===== src/rtl/p_hit_pkg.sv =====
// p_hit_pkg: shared types for the p_hit hit-point datapath and its dispatcher.
package p_hit_pkg;
  localparam int DATA_W = 32;
  typedef logic signed [2:0][DATA_W-1:0] vec3_t;
  typedef enum logic [1:0] {RUN, DRAIN, DONE} dispatch_state_t;
endpackage


===== src/rtl/p_hit_tag_fifo.sv =====
// p_hit_tag_fifo: first-word-fall-through sync FIFO holding the tags of jobs inside p_hit.
module p_hit_tag_fifo #(
  parameter int WIDTH = 8,
  parameter int DEPTH = 16
) (
  input  logic             clock,
  input  logic             reset,
  input  logic             wr_en,
  input  logic [WIDTH-1:0] wr_data,
  input  logic             rd_en,
  output logic [WIDTH-1:0] rd_data,
  output logic             full,
  output logic             empty
);
  localparam int AW = $clog2(DEPTH);
  logic [WIDTH-1:0] mem [DEPTH];
  logic [AW:0] wr_ptr, rd_ptr;
  // Extra pointer bit tells full from empty when the indices coincide.
  assign empty = wr_ptr == rd_ptr;
  assign full = (wr_ptr[AW] != rd_ptr[AW]) && (wr_ptr[AW-1:0] == rd_ptr[AW-1:0]);
  assign rd_data = mem[rd_ptr[AW-1:0]];
  always_ff @(posedge clock) begin
    if (reset) begin
      wr_ptr <= '0;
      rd_ptr <= '0;
    end else begin
      if (wr_en && !full) wr_ptr <= wr_ptr + 1'b1;
      if (rd_en && !empty) rd_ptr <= rd_ptr + 1'b1;
    end
  end
  always_ff @(posedge clock)
    if (wr_en && !full) mem[wr_ptr[AW-1:0]] <= wr_data;
endmodule


===== src/rtl/p_hit_dispatch.sv =====
// p_hit_dispatch: job sequencer for p_hit with in-flight bound, tag re-attach and flush/drain.
// Define P_HIT_DISPATCH_STATS_EN to add the stat_jobs/stat_stall/stat_bp counters.
module p_hit_dispatch
  import p_hit_pkg::*;
#(
  parameter int TAG_W        = 8,
  parameter int MAX_INFLIGHT = 16
) (
  input  logic                          clock,
  input  logic                          reset,
  input  logic                          in_valid,
  output logic                          in_ready,
  input  vec3_t                         in_tri_normal,
  input  vec3_t                         in_v0,
  input  vec3_t                         in_origin,
  input  vec3_t                         in_dir,
  input  logic [TAG_W-1:0]              in_tag,
  output vec3_t                         ph_tri_normal_1,
  output vec3_t                         ph_tri_normal_2,
  output vec3_t                         ph_v0,
  output vec3_t                         ph_origin_1,
  output vec3_t                         ph_origin_2,
  output vec3_t                         ph_dir_1,
  output vec3_t                         ph_dir_2,
  input  logic [3:0]                    ph_in_full,
  output logic [3:0]                    ph_in_wr_en,
  input  vec3_t                         ph_out,
  input  logic                          ph_out_empty,
  output logic                          ph_out_rd_en,
  output logic                          out_valid,
  input  logic                          out_ready,
  output vec3_t                         out_hit,
  output logic [TAG_W-1:0]              out_tag,
  input  logic                          flush_req,
  output logic                          flush_done,
  output logic [$clog2(MAX_INFLIGHT):0] inflight
`ifdef P_HIT_DISPATCH_STATS_EN
  ,
  output logic [31:0]                   stat_jobs,
  output logic [31:0]                   stat_stall,
  output logic [31:0]                   stat_bp
`endif
);
  localparam int CW = $clog2(MAX_INFLIGHT) + 1;
  dispatch_state_t state, state_nxt;
  logic accept, retire, tag_full, tag_empty;
  logic [TAG_W-1:0] tag_head;
  assign ph_tri_normal_1 = in_tri_normal;
  assign ph_tri_normal_2 = in_tri_normal;
  assign ph_v0 = in_v0;
  assign ph_origin_1 = in_origin;
  assign ph_origin_2 = in_origin;
  assign ph_dir_1 = in_dir;
  assign ph_dir_2 = in_dir;
  assign in_ready = (state == RUN) && !(|ph_in_full) && (inflight < CW'(MAX_INFLIGHT)) && !tag_full;
  assign accept = in_valid && in_ready;
  assign ph_in_wr_en = {4{accept}};
  // Only pop p_hit when its tag is known and the output register can take it.
  assign retire = !ph_out_empty && !tag_empty && (!out_valid || out_ready);
  assign ph_out_rd_en = retire;
  assign flush_done = state == DONE;
  p_hit_tag_fifo #(.WIDTH(TAG_W), .DEPTH(MAX_INFLIGHT)) u_tag_fifo (
    .clock  (clock),
    .reset  (reset),
    .wr_en  (accept),
    .wr_data(in_tag),
    .rd_en  (retire),
    .rd_data(tag_head),
    .full   (tag_full),
    .empty  (tag_empty)
  );
  always_comb
    state_nxt = (state == RUN)   ? (flush_req ? DRAIN : RUN) :
                (state == DRAIN) ? ((inflight == '0 && !out_valid) ? DONE : DRAIN) :
                RUN;
  always_ff @(posedge clock) begin
    if (reset) begin
      state <= RUN;
      inflight <= '0;
      out_valid <= 1'b0;
      out_hit <= '0;
      out_tag <= '0;
    end else begin
      state <= state_nxt;
      inflight <= inflight + CW'(accept) - CW'(retire);
      if (retire) begin
        out_valid <= 1'b1;
        out_hit <= ph_out;
        out_tag <= tag_head;
      end else if (out_ready) begin
        out_valid <= 1'b0;
      end
    end
  end
  // A result without a matching tag means p_hit and the dispatcher lost sync.
  assert property (@(posedge clock) disable iff (reset) !(!ph_out_empty && tag_empty));
`ifdef P_HIT_DISPATCH_STATS_EN
  always_ff @(posedge clock) begin
    if (reset) begin
      stat_jobs <= '0;
      stat_stall <= '0;
      stat_bp <= '0;
    end else begin
      stat_jobs <= stat_jobs + 32'(accept);
      stat_stall <= stat_stall + 32'(in_valid && !in_ready);
      stat_bp <= stat_bp + 32'(out_valid && !out_ready);
    end
  end
`endif
endmodule


===== config.mk =====
export PLATFORM = sky130hd
export DESIGN_NAME = p_hit_dispatch
export DESIGN_NICKNAME = d
export VERILOG_FILES = /design/src/rtl/p_hit_pkg.sv /design/src/rtl/p_hit_tag_fifo.sv /design/src/rtl/p_hit_dispatch.sv
export SDC_FILE = /design/constraint.sdc
export NUM_CORES = 1
export LEC_CHECK = 0
export ABC_AREA = 1
export BUFFER_PORTS_ARGS = -buffer_cell sky130_fd_sc_hd__buf_2
export CELL_PAD_IN_SITES_DETAIL_PLACEMENT = 0
export CELL_PAD_IN_SITES_GLOBAL_PLACEMENT = 1
export CORE_AREA = 2 2 508 510
export CTS_CLUSTER_DIAMETER = 150
export CTS_CLUSTER_SIZE = 8
export DETAILED_ROUTE_END_ITERATION = 7
export DIE_AREA = 0 0 510 512
export GPL_ROUTABILITY_DRIVEN = 0
export PLACE_DENSITY_LB_ADDON = 0.1
export SYNTH_ARGS = -nofsm -noshare
export SYNTH_HDL_FRONTEND = slang
export SYNTH_SLANG_ARGS = --single-unit

===== constraint.sdc =====
create_clock -name clock -period 3.75 [get_ports clock]
set_input_delay 0.75 -clock clock [delete_from_list [all_inputs] [get_ports clock]]
set_output_delay 0.75 -clock clock [all_outputs]
set_load 0.02 [all_outputs]

==> results of run 1 <==
==> power groups by stage <==
stage	combinational [mW]	sequential [mW]	clock, mW
after floorplan	1.98	3.56	0
after global placement	2.15	3.32	0
after detailed placement	2.13	3.32	0
after CTS	2.14	3.26	3.66
after global routing	2.32	3.29	3.69
final	2.03	3.25	3.41
==> worst paths after layout <==
path,start,end
worst max-delay path,u_tag_fifo.rd_ptr[1],ph_in_wr_en[2]
worst min-delay path,ph_out[22],out_hit[22]
worst max register to register,u_tag_fifo.rd_ptr[1],inflight[4]
worst min register to register,state[1],state[1]
==> cells in the final DEF (no fill, tap or decap), drive strengths merged <==
master and count:
nor4 1, nand2 439, or2 1, xnor2 2, diode 4, bufinv 1, ha 11, inv 255
nor3 3, nand4 8, and3 1, nor2 241, dfxtp 122, clkbuf 56, edfxtp 128, nand3 91
o21ai 3, a21oi 12, xor2 6, fa 1, buf 259
==> state kept, by name, summed over array words and instances (netlist names) <==
signal             count
inflight               5
out_hit               96
out_tag                8
out_valid              1
state                  2
u_tag_fifo.mem       128
u_tag_fifo.rd_ptr      5
u_tag_fifo.wr_ptr      5
==> layout make-up <==
cell class	count	area share
Sequential cell	250	0.363
Tap cell	3384	0.244
Multi-Input combinational cell	820	0.197
Timing Repair Buffer	259	0.0811
Clock buffer	56	0.0575
Inverter	255	0.0553
Clock inverter	1	0.00173
Antenna cell	4	0.000577
==> worst register-to-register path: cells and delay by family (launching register included) <==
kind,cells,cell delay (ps)
simple gates,8,940
flops,1,360
buf+inv,4,560
fa+ha+maj,3,920
compound gates,1,100
==> routing by layer <==
metal / track usage / up-vias
met5: 0.0139 / -
met4: 0.0338 / 26
met3: 0.212 / 272
met2: 0.168 / 1096
met1: 0.0738 / 4756
li1: - / 4632
==> metrics by stage <==
step | power (mW) | util
2_1_floorplan | 5.54 | -
3_3_place_gp | 5.47 | 0.0638
3_5_place_dp | 5.45 | 0.0638
4_1_cts | 9.06 | 0.0678
5_1_grt | 9.29 | 0.0678
6_report | 8.70 | 0.0678
==> cells by family after synthesis <==
group,after synthesis,synth area share
and+or+nand+nor,785,0.194
DFF,250,0.392
buffers and inverters,991,0.395
xor gates and xnor gates,8,0.00437
AOI/OAI and AO/OA,15,0.00468
adders and majority gates,12,0.00983
==> results.py, run 1 <==
metrics = {
    "outcome": {
        "status": "completed",
    },
    "sta": {
        "period_needed_ps": 3190,
        "setup_viol_count_final": 0,
        "slew_headroom": 0.426,
        "period_share": 0.851,
        "worst_slew_pin_slew_ps": 861,
        "maxSlewViolCount": 0,
        "hold_violations": 0,
        "fin_ws_ps": 557,
        "skew_ps": 31.5,
        "grt_setup_unrepaired": "false",
        "max_freq_mhz": 313,
        "fin_hold_ws_ps": 380,
        "tns_ps": 0,
    },
    "pwr": {
        "internal_power_mw": 5.56,
        "power.share.switching": 0.361,
        "ir_worst_vdd_mv": 0.283,
        "p_seq_frac": 0.374,
        "p_comb_frac": 0.233,
        "leakage_nw": 7.09,
        "power_switching_mw": 3.14,
        "clockPowerShare": 0.393,
        "powerDensity_nw_per_um2": 501,
    },
    "logic_synthesis": {
        "syn_area_sq_um": 16000,
        "synth_area_leaders": "buf_4 (32%), edfxtp_1 (24%), dfxtp_1 (15%)",
        "ys_seq_area_frac": 0.392,
        "synth_cells": 2061,
        "ys_types": 25,
        "ys_warn_count": 0,
        "yosysTopAreaCellShare": 0.324,
        "synth_largest_area_cell": "buf_4",
        "postSynthAreaPerCell_sq_um": 7.78,
        "synth_edf_count": 128,
        "syn_nets": 2571,
        "synth_common_cells": "buf_4 (692), nand2_1 (439), inv_1 (250)",
        "async_reset_ff_frac": 0,
        "yosys.cell_count.top_type": "buf_4",
        "ys_seq_elements": 250,
        "synthFlopType": "edfxtp_1",
    },
    "clock_tree": {
        "post_cts_buffers": 0,
        "htree_levels": 2,
        "cts.sinks": 250,
        "clk_latency_ps": 600,
        "cts.repair.resized": 0,
        "clockBufferDepth": 3,
        "cts-root-buf": "clkbuf_16",
        "numCtsBuffers": 37,
        "hold_buffers": 0,
        "cts_tree": "yes",
        "clk_pin_slew_worst_paths_ps": 60,
    },
    "setup_path": {
        "cp_data_required_time_ps": 3000,
        "cpPeakStageDelay_ps": 360,
        "start_kind": "register",
        "crit_cells": 9,
        "cp_top_family": "buffers and inverters",
        "cp_max_fo": 17,
        "crit_path_top_delay_cell": "dfxtp_1",
        "rrSetupSlack_ps": 790,
        "worstPathCellList": "buf_4 > nand2_1 > nand2_1 > nor2_1 > nand3_1 > buf_4 > nand3_2 > inv_1 > buf_2",
        "crit_path_end_kind": "primary output",
        "critPathArrivalTime_ps": 2440,
        "path_class": "register to primary output",
        "worst-path-buf-inv": 4,
        "reg2reg_depth": 16,
    },
    "global_routing": {
        "grt-ovfl-total": 0,
        "grt_max_degree": 124,
        "grt_antenna_before_repair": 32,
        "grt_pass1_vias": 10900,
        "grt.total_usage": 0.123,
        "grt_pass1_wl_um": 192000,
    },
    "placed_design": {
        "dp_hpwl_um": 148000,
        "placed_area_sq_um": 16300,
        "portBuffers": 230,
        "dp_cells": 4968,
        "dp_slack_ps": 465,
    },
    "drt": {
        "final_antenna_net_count": 0,
        "met3WireLength_um": 61600,
        "dr.pass1.iters": 5,
        "wl_per_cell_um": 33.2,
        "drc": 0,
        "top_layer": "met5",
        "drt_iter0_drc": 703,
        "wirelength_um": 167000,
        "vias_per_cell": 2.14,
        "met1_length_um": 34700,
        "dr_total_vias": 10800,
        "wl_met2_um": 64900,
    },
    "die": {
        "rows": 186,
        "die_x_um": 510,
        "die_area_sq_um": 261000,
        "die_height_um": 512,
        "fp.coreArea_sq_um": 256000,
        "io_pins": 1287,
        "start_util": 0.0627,
    },
    "hold_path": {
        "holdPathStages": 3,
        "hold_class": "primary input to register",
    },
    "final_layout": {
        "regArea_sq_um": 6290,
        "layout-drive-gt1-share": 0.188,
        "nFillCells": 30000,
        "final_area_sq_um": 17300,
        "finalNetCount": 2133,
        "multi_input_area_sq_um": 3420,
        "finalNonFillerCells": 5029,
        "area_delta_synth_final_pct": 8.20,
    },
    "job": {
        "max-cap-violations": 0,
    },
}
No activity file was read; power rests on OpenSTA's default activity.
==> inputs of run 2 (changes only) <==
Clock period 3.75 ns to 3 ns, I/O delays scaled along.
==> run 2 against run 1 <==
  * Clock power is 26% higher
  * First-iteration DRC count down 36%
  * Wire length is 0.14% lower
  * Core utilization grew 0.060 points
  * Final area up 0.89%
  * Die area unchanged
  * Hold slack got worse by 160 ps
  * Clock skew is 3.8 ps lower
  * Critical path type unchanged
  * Critical endpoint unchanged
==> results.py, run 2 (synthesis results as in run 1) <==
metrics = {
    "outcome": {
        "status": "completed",
    },
    "final_layout": {
        "finalNonFillerCells": 5048,
        "area_delta_synth_final_pct": 9.16,
        "largest_reg_flops": 128,
        "layout-drive-gt1-share": 0.198,
        "nFillCells": 30000,
        "finalNetCount": 2148,
        "multi_input_area_sq_um": 3420,
        "final_cell_mix": "nand2_1 (439), inv_1 (250), nor2_1 (239)",
        "regArea_sq_um": 6290,
        "final_common_cell": "nand2_1",
    },
    "global_routing": {
        "grt_max_degree": 115,
        "grt_pass1_vias": 11100,
        "grt-ovfl-total": 0,
        "grt.total_usage": 0.123,
        "grt_antenna_before_repair": 27,
        "grt_pass1_wl_um": 192000,
    },
    "placed_design": {
        "dp_cells": 4983,
        "dp_hpwl_um": 148000,
        "dp_slack_ps": 172,
        "portBuffers": 230,
    },
    "pwr": {
        "clockPowerShare": 0.394,
        "power.share.switching": 0.361,
        "leakage_nw": 7.18,
        "powerDensity_nw_per_um2": 624,
        "total_power_mw": 10.9,
        "internal_power_mw": 6.98,
        "p_seq_frac": 0.373,
        "power_switching_mw": 3.94,
        "p_comb_frac": 0.233,
        "ir_worst_vdd_mv": 0.312,
    },
    "die": {
        "rows": 186,
        "die_x_um": 510,
        "die_area_sq_um": 261000,
        "io_pins": 1287,
        "start_util": 0.0627,
        "fp.coreArea_sq_um": 256000,
        "die_height_um": 512,
    },
    "hold_path": {
        "hold_class": "primary input to register",
    },
    "setup_path": {
        "path_class": "register to primary output",
        "critPathArrivalTime_ps": 2200,
        "start_kind": "register",
        "rrSetupSlack_ps": 410,
        "crit_path_end_kind": "primary output",
        "cp_data_required_time_ps": 2400,
        "cp_max_fo": 8,
    },
    "clock_tree": {
        "post_cts_buffers": 0,
        "htree_levels": 2,
        "cts.sinks": 250,
        "cts-root-buf": "clkbuf_16",
        "cts_tree": "yes",
        "clk_latency_ps": 600,
        "clockBufferDepth": 3,
        "hold_buffers": 0,
        "numCtsBuffers": 37,
        "clk_pin_slew_worst_paths_ps": 70,
        "cts.repair.resized": 0,
    },
    "sta": {
        "period_share": 0.932,
        "setup_viol_count_final": 0,
        "grt_setup_unrepaired": "false",
        "skew_ps": 27.7,
        "hold_violations": 0,
        "tns_ps": 0,
        "slew_headroom": 0.422,
        "worst_slew_pin_slew_ps": 867,
        "period_needed_ps": 2800,
        "max_freq_mhz": 358,
        "fin_ws_ps": 204,
        "maxSlewViolCount": 0,
    },
    "job": {
        "max-cap-violations": 0,
    },
    "drt": {
        "wirelength_um": 167000,
        "wl_per_cell_um": 33.0,
        "drc": 0,
        "dr_total_vias": 10700,
        "drt_iter0_drc": 449,
        "final_antenna_net_count": 0,
        "vias_per_cell": 2.13,
        "dr.pass1.iters": 4,
    },
}
run 2: path summary, 6_finish.rpt:
| path | startpoint | endpoint | cells past startpoint |
|---|---|---|---|
| hold reg to reg | state[1] | state[1] | 1 |
| hold / removal | ph_out[90] | out_hit[90] | 3 |
| setup / recovery | inflight[4] | ph_in_wr_en[2] | 6 |
| setup reg to reg | u_tag_fifo.wr_ptr[1] | inflight[4] | 16 |
run 2: critical path, stage by stage (launching register included):
cell	delay (ps)
dfxtp_1	350
or2_2	300
nor2_1	220
nand3_2	110
buf_4	180
inv_1	230
buf_2	220
run 2: final cells by class:
| type | instances | share of cell area |
|---|---|---|
| Sequential cell | 250 | 0.359 |
| Timing Repair Buffer | 274 | 0.0868 |
| Clock buffer | 57 | 0.0596 |
| Inverter | 255 | 0.0548 |
| Antenna cell | 6 | 0.000858 |
| Multi-Input combinational cell | 820 | 0.196 |
| Clock inverter | 2 | 0.000930 |
| Tap cell | 3384 | 0.242 |
run 2: metal layers:
metal,wire [um],GRT usage,vias up,part of all wire
li1,-,-,4664,-
met3,61200,0.213,265,0.37
met1,34700,0.0718,4698,0.21
met2,65200,0.170,1089,0.39
met5,356,0.0130,-,0.0021
met4,5030,0.0336,20,0.030
run 2: through the flow:
| step | area (sq um) | hold WS, ps | utilization |
|---|---|---|---|
| after floorplan | 16000 | 397 | - |
| after global routing | 17500 | 188 | 0.0684 |
| after detailed placement | 16400 | 425 | 0.0642 |
| after CTS | 17500 | 146 | 0.0683 |
| after global placement | 16400 | 412 | 0.0642 |
| final | 17500 | 222 | 0.0684 |
run 2: power by group through the flow:
stage | Sequential [mW] | Clock, mW | Combinational [mW]
after floorplan | 4.44 | 0 | 2.48
after global placement | 4.15 | 0 | 2.70
after detailed placement | 4.15 | 0 | 2.67
after CTS | 4.08 | 4.65 | 2.68
after global routing | 4.11 | 4.66 | 2.90
final | 4.07 | 4.30 | 2.54
==> inputs of run 3 (changes only) <==
Settings changed: RECOVER_POWER set to 50.
==> run 3 against run 2 <==
  * The run now ends with capacitance limit, slew limit left
  * Power hardly changed
  * Hold slack is essentially flat
  * Critical path depth is the same
  * Die area unchanged
  * Non-clock buffer count stayed put
==> results.py, run 3 (synthesis results as in run 1) <==
metrics = {
    "placed_design": {
        "portBuffers": 230,
        "dp_slack_ps": 172,
        "dp_hpwl_um": 148000,
        "placed_area_sq_um": 16400,
    },
    "clock_tree": {
        "cts.repair.resized": 0,
        "cts_tree": "yes",
        "htree_levels": 2,
        "clockBufferDepth": 3,
        "numCtsBuffers": 37,
        "clk_latency_ps": 600,
        "clk_pin_slew_worst_paths_ps": 70,
        "cts-root-buf": "clkbuf_16",
        "cts.sinks": 250,
        "post_cts_buffers": 0,
        "hold_buffers": 0,
    },
    "final_layout": {
        "layout-drive-gt1-share": 0.193,
        "final_cell_mix": "nand2_1 (439), inv_1 (250), nor2_1 (239)",
        "nFillCells": 30000,
        "final_area_sq_um": 17500,
        "final_common_cell": "nand2_1",
        "finalNetCount": 2148,
        "largest_reg_flops": 128,
        "area_delta_synth_final_pct": 9.08,
    },
    "sta": {
        "fin_ws_ps": 203,
        "grt_setup_unrepaired": "false",
        "fin_hold_ws_ps": 222,
        "worst_slew_pin_slew_ps": 1590,
        "maxSlewViolCount": 53,
        "slew_headroom": -0.0607,
        "skew_ps": 27.7,
        "tns_ps": 0,
        "setup_viol_count_final": 0,
        "hold_violations": 0,
        "period_share": 0.932,
        "period_needed_ps": 2800,
        "max_freq_mhz": 357,
    },
    "die": {
        "fp.coreArea_sq_um": 256000,
        "die_area_sq_um": 261000,
        "die_x_um": 510,
        "rows": 186,
        "io_pins": 1287,
        "start_util": 0.0627,
        "die_height_um": 512,
    },
    "setup_path": {
        "cp_data_required_time_ps": 2400,
        "path_class": "register to primary output",
        "cp_top_family": "simple AND/OR/NAND/NOR gates",
        "crit_path_end_kind": "primary output",
        "cp_max_fo": 8,
        "critPathArrivalTime_ps": 2200,
        "start_kind": "register",
        "worst-path-buf-inv": 3,
        "worstPathCellList": "or2_2 > nor2_1 > nand3_2 > buf_4 > inv_1 > buf_2",
        "cpPeakStageDelay_ps": 350,
        "crit_path_top_delay_cell": "dfxtp_1",
    },
    "drt": {
        "final_antenna_net_count": 0,
        "vias_per_cell": 2.12,
        "dr_total_vias": 10700,
        "top_layer": "met5",
        "met1_length_um": 34800,
        "wl_per_cell_um": 33.0,
        "wirelength_um": 167000,
        "drc": 0,
        "wl_met2_um": 65300,
        "drt_iter0_drc": 480,
        "met3WireLength_um": 61100,
        "dr.pass1.iters": 4,
    },
    "pwr": {
        "powerDensity_nw_per_um2": 624,
        "leakage_nw": 7.15,
        "ir_worst_vdd_mv": 0.313,
    },
    "global_routing": {
        "grt.total_usage": 0.123,
        "grt_pass1_wl_um": 192000,
        "grt_pass1_vias": 11100,
        "grt-ovfl-total": 0,
        "grt_antenna_before_repair": 24,
        "grt_max_degree": 115,
    },
    "hold_path": {
        "hold_class": "primary input to register",
    },
    "outcome": {
        "status": "finished with violations",
        "violations": "capacitance limit, slew limit",
    },
    "job": {
        "max-cap-violations": 3,
    },
}
==> run 3: layout make-up <==
cell class	instances	area [sq um]	area share
sequential	250	6290	0.360
antenna	5	12.5	0.000716
timing repair buffer	274	1510	0.0863
clock buffer	57	1040	0.0597
clock inverter	2	16.3	0.000930
multi-input combinational	820	3420	0.196
inverter	255	960	0.0549
tap	3384	4230	0.242
==> run 3: worst min-delay path, stage by stage <==
cell	delay [ps]
buf_2	80
nor2_1	30
nor2_1	80
==> run 3: path summary, 6_finish.rpt <==
kind,startpoint,to,slack [ps],cells past startpoint
worst max-delay path,inflight[4],ph_in_wr_en[2],200,6
worst min register to register,state[1],state[1],430,1
worst max register to register,u_tag_fifo.wr_ptr[1],inflight[4],410,16
worst min-delay path,ph_out[90],out_hit[90],220,3
==> run 3: power by group <==
group          total (mW)  internal (mW)  leakage (nW)  switching (mW)
Clock                4.30           2.37         0.507            1.93
Combinational        2.54          0.715          4.50            1.83
Sequential           4.07           3.89          2.15           0.181
Total                10.9           6.98          7.15            3.94
==> run 3: metal layers <==
metal	track usage	up-vias
met5	0.0130	-
met4	0.0336	20
met3	0.213	266
met2	0.170	1080
met1	0.0718	4684
li1	-	4661
==> run 3: per-stage QoR <==
| step | util | instances | total power [mW] |
|---|---|---|---|
| floorplan | - | 2061 | 6.92 |
| global placement | 0.0642 | 4983 | 6.85 |
| detailed placement | 0.0642 | 4983 | 6.82 |
| CTS | 0.0683 | 5042 | 11.4 |
| global route | 0.0683 | 5043 | 11.7 |
| finish | 0.0684 | 5047 | 10.9 |
